===== src/rtl/jtag_pkg.sv =====
// Shared types and constants for the JTAG target-side TAP responder.
package jtag_pkg;

  // TAP controller states, in the standard 1149.1 listing order.
  typedef enum logic [3:0] {
    TLR      = 4'd0,
    RTI      = 4'd1,
    SEL_DR   = 4'd2,
    CAP_DR   = 4'd3,
    SHIFT_DR = 4'd4,
    EX1_DR   = 4'd5,
    PAUSE_DR = 4'd6,
    EX2_DR   = 4'd7,
    UPD_DR   = 4'd8,
    SEL_IR   = 4'd9,
    CAP_IR   = 4'd10,
    SHIFT_IR = 4'd11,
    EX1_IR   = 4'd12,
    PAUSE_IR = 4'd13,
    EX2_IR   = 4'd14,
    UPD_IR   = 4'd15
  } tap_state_t;

  // All-ones BYPASS opcode; users slice the low IR_WIDTH bits.
  localparam logic [31:0] BYPASS = 32'hFFFF_FFFF;

  // Fixed pattern loaded into the low bits of the IR shifter in Capture-IR.
  localparam logic [1:0] IR_CAPTURE = 2'b01;

  // Standard TAP transition on a tck rise for the given tms value.
  function automatic tap_state_t tap_next(input tap_state_t s, input logic tms);
    tap_state_t n;
    case (s)
      TLR:      n = tms ? TLR      : RTI;
      RTI:      n = tms ? SEL_DR   : RTI;
      SEL_DR:   n = tms ? SEL_IR   : CAP_DR;
      CAP_DR:   n = tms ? EX1_DR   : SHIFT_DR;
      SHIFT_DR: n = tms ? EX1_DR   : SHIFT_DR;
      EX1_DR:   n = tms ? UPD_DR   : PAUSE_DR;
      PAUSE_DR: n = tms ? EX2_DR   : PAUSE_DR;
      EX2_DR:   n = tms ? UPD_DR   : SHIFT_DR;
      UPD_DR:   n = tms ? SEL_DR   : RTI;
      SEL_IR:   n = tms ? TLR      : CAP_IR;
      CAP_IR:   n = tms ? EX1_IR   : SHIFT_IR;
      SHIFT_IR: n = tms ? EX1_IR   : SHIFT_IR;
      EX1_IR:   n = tms ? UPD_IR   : PAUSE_IR;
      PAUSE_IR: n = tms ? EX2_IR   : PAUSE_IR;
      EX2_IR:   n = tms ? UPD_IR   : SHIFT_IR;
      UPD_IR:   n = tms ? SEL_DR   : RTI;
      default:  n = TLR;
    endcase
    return n;
  endfunction

endpackage


===== src/rtl/jtag_sync.sv =====
// Synchronizes the asynchronous JTAG pins into the clk domain and turns the
// synced tck into single-clk rise/fall pulses.
module jtag_sync #(
  parameter int SYNC_STAGES = 2
) (
  input  logic clk_i,
  input  logic rst_i,
  input  logic tck_i,
  input  logic tms_i,
  input  logic tdi_i,
  output logic tms_o,
  output logic tdi_o,
  output logic tck_rise_o,
  output logic tck_fall_o
);

  logic [SYNC_STAGES-1:0] tck_q;
  logic [SYNC_STAGES-1:0] tms_q;
  logic [SYNC_STAGES-1:0] tdi_q;
  logic                   tck_prev_q;

  // Synchronizer chains plus the delayed tck copy; all cleared together so
  // stale contents never fake an edge after reset.
  always_ff @(posedge clk_i) begin
    if (rst_i) begin
      tck_q      <= '0;
      tms_q      <= '0;
      tdi_q      <= '0;
      tck_prev_q <= 1'b0;
    end else begin
      tck_q[0] <= tck_i;
      tms_q[0] <= tms_i;
      tdi_q[0] <= tdi_i;
      for (int i = 1; i < SYNC_STAGES; i++) begin
        tck_q[i] <= tck_q[i-1];
        tms_q[i] <= tms_q[i-1];
        tdi_q[i] <= tdi_q[i-1];
      end
      tck_prev_q <= tck_q[SYNC_STAGES-1];
    end
  end

  assign tms_o      = tms_q[SYNC_STAGES-1];
  assign tdi_o      = tdi_q[SYNC_STAGES-1];
  assign tck_rise_o = tck_q[SYNC_STAGES-1] & ~tck_prev_q;
  assign tck_fall_o = ~tck_q[SYNC_STAGES-1] & tck_prev_q;

endmodule


===== src/rtl/jtag_tap_responder.sv =====
// Target-side JTAG TAP: oversampled 1149.1 controller with an instruction
// register, a BYPASS bit and a FIFO-backed data register (MSB first).
module jtag_tap_responder
  import jtag_pkg::*;
#(
  parameter int                  IR_WIDTH    = 6,
  parameter int                  DR_WIDTH    = 8,
  parameter logic [IR_WIDTH-1:0] IR_DATA     = 6'h02,
  parameter int                  SYNC_STAGES = 2
) (
  input  logic                clk,
  input  logic                rst,
  input  logic                tck,
  input  logic                tms,
  input  logic                tdi,
  output logic                tdo,
  output tap_state_t          tap_state,
  output logic [IR_WIDTH-1:0] ir_value,
  output logic                ir_update,
  input  logic [DR_WIDTH-1:0] tx_rdata,
  input  logic                tx_empty,
  output logic                tx_rd,
  output logic [DR_WIDTH-1:0] rx_wdata,
  output logic                rx_wr,
  input  logic                rx_full,
  output logic                rx_overflow
);

  localparam int                  CNT_W    = (DR_WIDTH > 1) ? $clog2(DR_WIDTH) : 1;
  localparam logic [CNT_W-1:0]    CNT_LAST = CNT_W'(DR_WIDTH - 1);
  localparam logic [IR_WIDTH-1:0] IR_ONES  = BYPASS[IR_WIDTH-1:0];
  localparam logic [IR_WIDTH-1:0] IR_CAP   = {{(IR_WIDTH-2){1'b0}}, IR_CAPTURE};

  logic tms_sync;
  logic tdi_sync;
  logic tck_rise;
  logic tck_fall;

  tap_state_t          state_q,     state_d;
  logic [IR_WIDTH-1:0] ir_sr_q,     ir_sr_d;
  logic [IR_WIDTH-1:0] ir_value_q,  ir_value_d;
  logic [DR_WIDTH-1:0] dr_sr_q,     dr_sr_d;
  logic                bypass_q,    bypass_d;
  logic [CNT_W-1:0]    cnt_q,       cnt_d;
  logic                tdo_q,       tdo_d;
  logic [DR_WIDTH-1:0] rx_wdata_q,  rx_wdata_d;
  logic                rx_ovf_q,    rx_ovf_d;
  logic                ir_update_q, ir_update_d;
  logic                tx_rd_q,     tx_rd_d;
  logic                rx_wr_q,     rx_wr_d;

  logic                data_sel;
  logic                word_done;
  logic [DR_WIDTH-1:0] dr_shift;
  logic [DR_WIDTH-1:0] tx_word;

  jtag_sync #(
    .SYNC_STAGES (SYNC_STAGES)
  ) u_sync (
    .clk_i      (clk),
    .rst_i      (rst),
    .tck_i      (tck),
    .tms_i      (tms),
    .tdi_i      (tdi),
    .tms_o      (tms_sync),
    .tdi_o      (tdi_sync),
    .tck_rise_o (tck_rise),
    .tck_fall_o (tck_fall)
  );

  assign data_sel  = (ir_value_q == IR_DATA);
  assign word_done = (cnt_q == CNT_LAST);
  assign dr_shift  = {dr_sr_q[DR_WIDTH-2:0], tdi_sync};
  // An empty transmit FIFO shifts out zeros.
  assign tx_word   = tx_empty ? {DR_WIDTH{1'b0}} : tx_rdata;

  // Next-state: TAP transition and register actions on tck edges, plus the
  // per-clk housekeeping while parked in Test-Logic-Reset.
  always_comb begin
    state_d     = state_q;
    ir_sr_d     = ir_sr_q;
    ir_value_d  = ir_value_q;
    dr_sr_d     = dr_sr_q;
    bypass_d    = bypass_q;
    cnt_d       = cnt_q;
    tdo_d       = tdo_q;
    rx_wdata_d  = rx_wdata_q;
    rx_ovf_d    = rx_ovf_q;
    ir_update_d = 1'b0;
    tx_rd_d     = 1'b0;
    rx_wr_d     = 1'b0;

    if (tck_rise) begin
      state_d = tap_next(state_q, tms_sync);
      // Actions are keyed on the state being left, so the edge that exits
      // a Shift state still shifts.
      case (state_q)
        CAP_IR:   ir_sr_d = IR_CAP;
        SHIFT_IR: ir_sr_d = {ir_sr_q[IR_WIDTH-2:0], tdi_sync};
        UPD_IR: begin
          ir_value_d  = ir_sr_q;
          ir_update_d = 1'b1;
        end
        CAP_DR: begin
          bypass_d = 1'b0;
          if (data_sel) begin
            dr_sr_d = tx_word;
            tx_rd_d = ~tx_empty;
            cnt_d   = '0;
          end else begin
            dr_sr_d = dr_sr_q;
          end
        end
        SHIFT_DR: begin
          bypass_d = tdi_sync;
          if (data_sel && word_done) begin
            // Full word: hand it to the rx FIFO and reload from tx.
            rx_wdata_d = dr_shift;
            rx_wr_d    = ~rx_full;
            rx_ovf_d   = rx_ovf_q | rx_full;
            dr_sr_d    = tx_word;
            tx_rd_d    = ~tx_empty;
            cnt_d      = '0;
          end else if (data_sel) begin
            dr_sr_d = dr_shift;
            cnt_d   = cnt_q + CNT_W'(1);
          end else begin
            dr_sr_d = dr_sr_q;
          end
        end
        default:  ir_sr_d = ir_sr_q;
      endcase
    end else if (tck_fall) begin
      case (state_q)
        SHIFT_IR: tdo_d = ir_sr_q[IR_WIDTH-1];
        SHIFT_DR: tdo_d = data_sel ? dr_sr_q[DR_WIDTH-1] : bypass_q;
        default:  tdo_d = 1'b0;
      endcase
    end else begin
      tdo_d = tdo_q;
    end

    // TLR continuously forces BYPASS and clears the word state and sticky flag.
    if (state_q == TLR) begin
      ir_value_d = IR_ONES;
      cnt_d      = '0;
      rx_ovf_d   = 1'b0;
    end else begin
      rx_ovf_d   = rx_ovf_d;
    end
  end

  // State and datapath registers with synchronous reset.
  always_ff @(posedge clk) begin
    if (rst) begin
      state_q     <= TLR;
      ir_sr_q     <= '0;
      ir_value_q  <= IR_ONES;
      dr_sr_q     <= '0;
      bypass_q    <= 1'b0;
      cnt_q       <= '0;
      tdo_q       <= 1'b0;
      rx_wdata_q  <= '0;
      rx_ovf_q    <= 1'b0;
      ir_update_q <= 1'b0;
      tx_rd_q     <= 1'b0;
      rx_wr_q     <= 1'b0;
    end else begin
      state_q     <= state_d;
      ir_sr_q     <= ir_sr_d;
      ir_value_q  <= ir_value_d;
      dr_sr_q     <= dr_sr_d;
      bypass_q    <= bypass_d;
      cnt_q       <= cnt_d;
      tdo_q       <= tdo_d;
      rx_wdata_q  <= rx_wdata_d;
      rx_ovf_q    <= rx_ovf_d;
      ir_update_q <= ir_update_d;
      tx_rd_q     <= tx_rd_d;
      rx_wr_q     <= rx_wr_d;
    end
  end

  assign tdo         = tdo_q;
  assign tap_state   = state_q;
  assign ir_value    = ir_value_q;
  assign ir_update   = ir_update_q;
  assign tx_rd       = tx_rd_q;
  assign rx_wdata    = rx_wdata_q;
  assign rx_wr       = rx_wr_q;
  assign rx_overflow = rx_ovf_q;

endmodule


===== config.mk =====
export PLATFORM = sky130hd
export DESIGN_NAME = jtag_tap_responder
export DESIGN_NICKNAME = d
export VERILOG_FILES = /design/src/rtl/jtag_pkg.sv /design/src/rtl/jtag_sync.sv /design/src/rtl/jtag_tap_responder.sv
export SDC_FILE = /design/constraint.sdc
export NUM_CORES = 1
export LEC_CHECK = 0
export ABC_CLOCK_PERIOD_IN_PS = 1810
export BUFFER_PORTS_ARGS = -buffer_cell sky130_fd_sc_hd__buf_2
export CORE_MARGIN = 5
export CORE_UTILIZATION = 50
export DETAILED_ROUTE_END_ITERATION = 8
export GPL_TIMING_DRIVEN = 1
export PLACE_DENSITY = 0.75
export SKIP_LAST_GASP = 1
export SLEW_MARGIN = 25
export SYNTH_ARGS = -nofsm -noshare
export SYNTH_HDL_FRONTEND = slang
export SYNTH_HIERARCHICAL = 1
export SYNTH_SLANG_ARGS = --single-unit

===== constraint.sdc =====
create_clock -name clk -period 1.81 [get_ports clk]
set_input_delay 0.362 -clock clk [delete_from_list [all_inputs] [get_ports clk]]
set_output_delay 0.362 -clock clk [all_outputs]
set_load 0.01 [all_outputs]

==> impl_metrics.py <==
metrics = {
    "timing": {
        "slew_headroom_pct": 72.3,
        "rsz0062_at_grt": "yes",
        "finClkSkew_ns": 0.0126,
        "layout_setup_ws_ns": -0.0438,
        "min_period_ns": 1.85,
        "setup_viol": 8,
        "setup_tns_ns": -0.113,
        "tightest_slew_ns": 0.416,
        "period_share_pct": 102,
        "clock.fmax_mhz": 539,
        "hold_viol": 0,
        "slew_viol_final": 0,
    },
    "detailed_routing": {
        "via_per_inst": 5.49,
        "drtPass1Iterations": 6,
        "wl_per_cell_um": 14.2,
        "totalWireLength_mm": 4.88,
        "drc_errors": 0,
        "num_vias": 1882,
        "first_iter_violations": 116,
        "final_antenna_net_count": 0,
    },
    "worst_setup_path": {
        "crit_type": "reg -> reg",
        "r2r-end": "dr_sr_q[4]",
        "worstPathArrival_ns": 2.08,
        "setup.worst_path.start_class": "register",
        "cp_max_fo": 22,
        "worst-path-buf-inv": 1,
        "regToRegSetupSlack_ns": -0.04,
        "slowest_stage": "or4b_4",
        "critPathMaxStageDelay_ns": 0.59,
        "path_cells": "or4b_4 -> a2111oi_4 -> buf_12 -> nor2_1 -> a211oi_2",
        "crit_family": "simple AND/OR/NAND/NOR gates",
        "crit_path_end_kind": "register",
        "crit_cells": 5,
        "worstPathRequired_ns": 2.03,
        "rr_startpoint": "tap_state[3]",
        "r2r.worst_path.cells": 5,
    },
    "placed_design": {
        "pre_cts_ws_ns": 0.0152,
        "portBuffers": 37,
        "dp_hpwl_mm": 3.40,
        "place_area_sq_um": 2520,
        "place.gp.congestion": 0.822,
    },
    "synthesis": {
        "synth-seq-cells": 48,
        "synthArstFlopShare_pct": 0,
        "synthCells": 245,
        "synth_seq_area_share_pct": 43.4,
        "syn_avg_cell_area_sq_um": 9.04,
        "syn-num-nets": 262,
        "synth_edf_count": 0,
        "synth_flop_cell": "dfxtp_1",
        "ys_warn_count": 6,
        "syn_area_sq_um": 2210,
        "yosysUniqueCellTypes": 41,
    },
    "global_routing": {
        "grt_max_degree": 23,
        "grt_first_pass_wirelength_mm": 8.37,
        "grt_overflow": 0,
        "grt.total_usage_pct": 17.0,
        "grt_pass1_vias": 1765,
        "grt_antenna_before_repair": 0,
    },
    "pwr": {
        "power_density_nw_per_um2": 695,
        "totalPowerFinal_mw": 1.82,
        "ir_worst_vdd_uv": 496,
        "p_leak_nw": 0.999,
    },
    "floorplanning": {
        "ioPinCount": 38,
        "die_area_sq_um": 5860,
        "row_count": 24,
        "die_y_um": 76.6,
        "fp.dieW_um": 76.6,
        "start_util_pct": 51.2,
        "coreArea_sq_um": 4320,
    },
    "cts": {
        "cts.htree.levels": 2,
        "cts_setup_buffers": 0,
        "insertion_delay_ns": 0.30,
        "hold_buffers": 0,
        "cts_buffer_depth": 2,
        "cts-root-buf": "clkbuf_8",
        "cts_tree": "yes",
        "clkSinkCount": 48,
        "path_clk_slew_ns": 0.09,
        "cts_buffers": 5,
    },
    "cells_and_area": {
        "syn_to_final_growth_pct": 18.4,
        "final_area_sq_um": 2620,
        "fin_nets": 307,
        "multi_input_area_sq_um": 1150,
        "drive_above_1_share_pct": 27.5,
        "register_area_sq_um": 962,
        "fin_util_pct": 60.6,
        "nFillCells": 398,
        "antenna_cells": 0,
    },
    "worst_hold_path": {
        "holdPathStages": 2,
        "hold_end": "u_sync/tms_q[0]",
        "min_from": "tms",
        "hp-class": "in -> reg",
    },
    "run_status": {
        "failed_checks": "negative setup slack",
        "status": "finished, violations left",
    },
    "flow_run": {
        "cap_viol_max_count": 0,
    },
}
==> power by group <==
part / total, mW / switching, mW / internal, mW / leakage (nW)
Clock: 0.657 / 0.351 / 0.305 / 0.0510
Sequential: 1.07 / 0.00618 / 1.06 / 0.389
Combinational: 0.0963 / 0.0552 / 0.0412 / 0.559
==> registers in the layout, summed over array words and instances, names as in the netlist <==
signal             flops
ir_sr_q                6
dr_sr_q                8
tdo                    1
ir_update              1
u_sync/tck_q           2
cnt_q                  3
rx_wdata               8
rx_wr                  1
u_sync/tdi_q           2
ir_value               6
tx_rd                  1
rx_overflow            1
u_sync/tck_prev_q      1
bypass_q               1
u_sync/tms_q           2
tap_state              4
==> worst max path at each step <==
| stage | start | to |
|---|---|---|
| 2_1_floorplan | tap_state[3] | dr_sr_q[1] |
| 3_3_place_gp | tap_state[3] | dr_sr_q[7] |
| 3_5_place_dp | tap_state[3] | dr_sr_q[5] |
| 4_1_cts | tap_state[3] | dr_sr_q[4] |
| 5_1_grt | tap_state[3] | dr_sr_q[6] |
| 6_report | tap_state[3] | dr_sr_q[4] |
==> stage by stage <==
step | hold slack, ns | cells
floorplan | 0.414 | 245
global placement | 0.420 | 335
detailed placement | 0.435 | 335
CTS | 0.262 | 343
global route | 0.271 | 343
finish | 0.273 | 343
==> logic make-up (layout without fill, tap and decap cells) <==
family	after synthesis	after routing	share of synthesized area, %
AOI/OAI and AO/OA	53	53	18.1
xor gates and xnor gates	1	1	0.396
buffers and inverters	23	69	5.42
and+or+nand+nor	101	101	23.9
muxes	17	17	7.68
adders and majority gates	2	2	1.13
DFF	48	48	43.4
==> timing repair <==
item / 4_1_cts / 5_1_grt
resized for setup: 0 / 3
setup endpoints to repair: 7 / 24
endpoints found under the hold margin: 0 / 0
pin swaps: 0 / 0
==> cell type report <==
cell class | count | share of cell area (%)
Inverter | 6 | 0.859
Multi-Input combinational cell | 174 | 43.7
Clock inverter | 2 | 0.382
Sequential cell | 48 | 36.7
Tap cell | 52 | 2.48
Clock buffer | 6 | 3.15
Timing Repair Buffer | 55 | 12.7
==> layout by cell type (no fill, tap or decap), types with 3 or more instances in the layout <==
master    instances
nand3_1          17
a31oi_1           3
inv_1             6
a211oi_2          8
buf_4            17
dfxtp_1          47
nor2_1           28
nor3_1            3
nor2b_1          18
a21oi_1          13
mux2i_1          17
nand2b_1          4
clkbuf_8          6
o21ai_0          12
a311oi_1          3
nand2_1          15
buf_2            37
==> routing by layer <==
| metal | GRT usage [%] | wire, um |
|---|---|---|
| met1 | 22.6 | 2270 |
| met2 | 26.5 | 2310 |
| met3 | 3.90 | 222 |
| met4 | 6.82 | 75 |
| met5 | 0 | 0 |
==> synth_stat cells (all sizes together) (4+ instances only) <==
library cell	number	area [sq um]
a21oi	13	65.1
a211oi	8	100
buf	6	56.3
mux2i	17	170
o21ai	13	65.1
nand2	15	56.3
nand2b	4	25.0
dfxtp	48	961
nor2	29	109
nor2b	18	113
nand3	18	90.1
clkbuf	11	41.3
inv	6	22.5
Power figures use the tool's default switching activity.
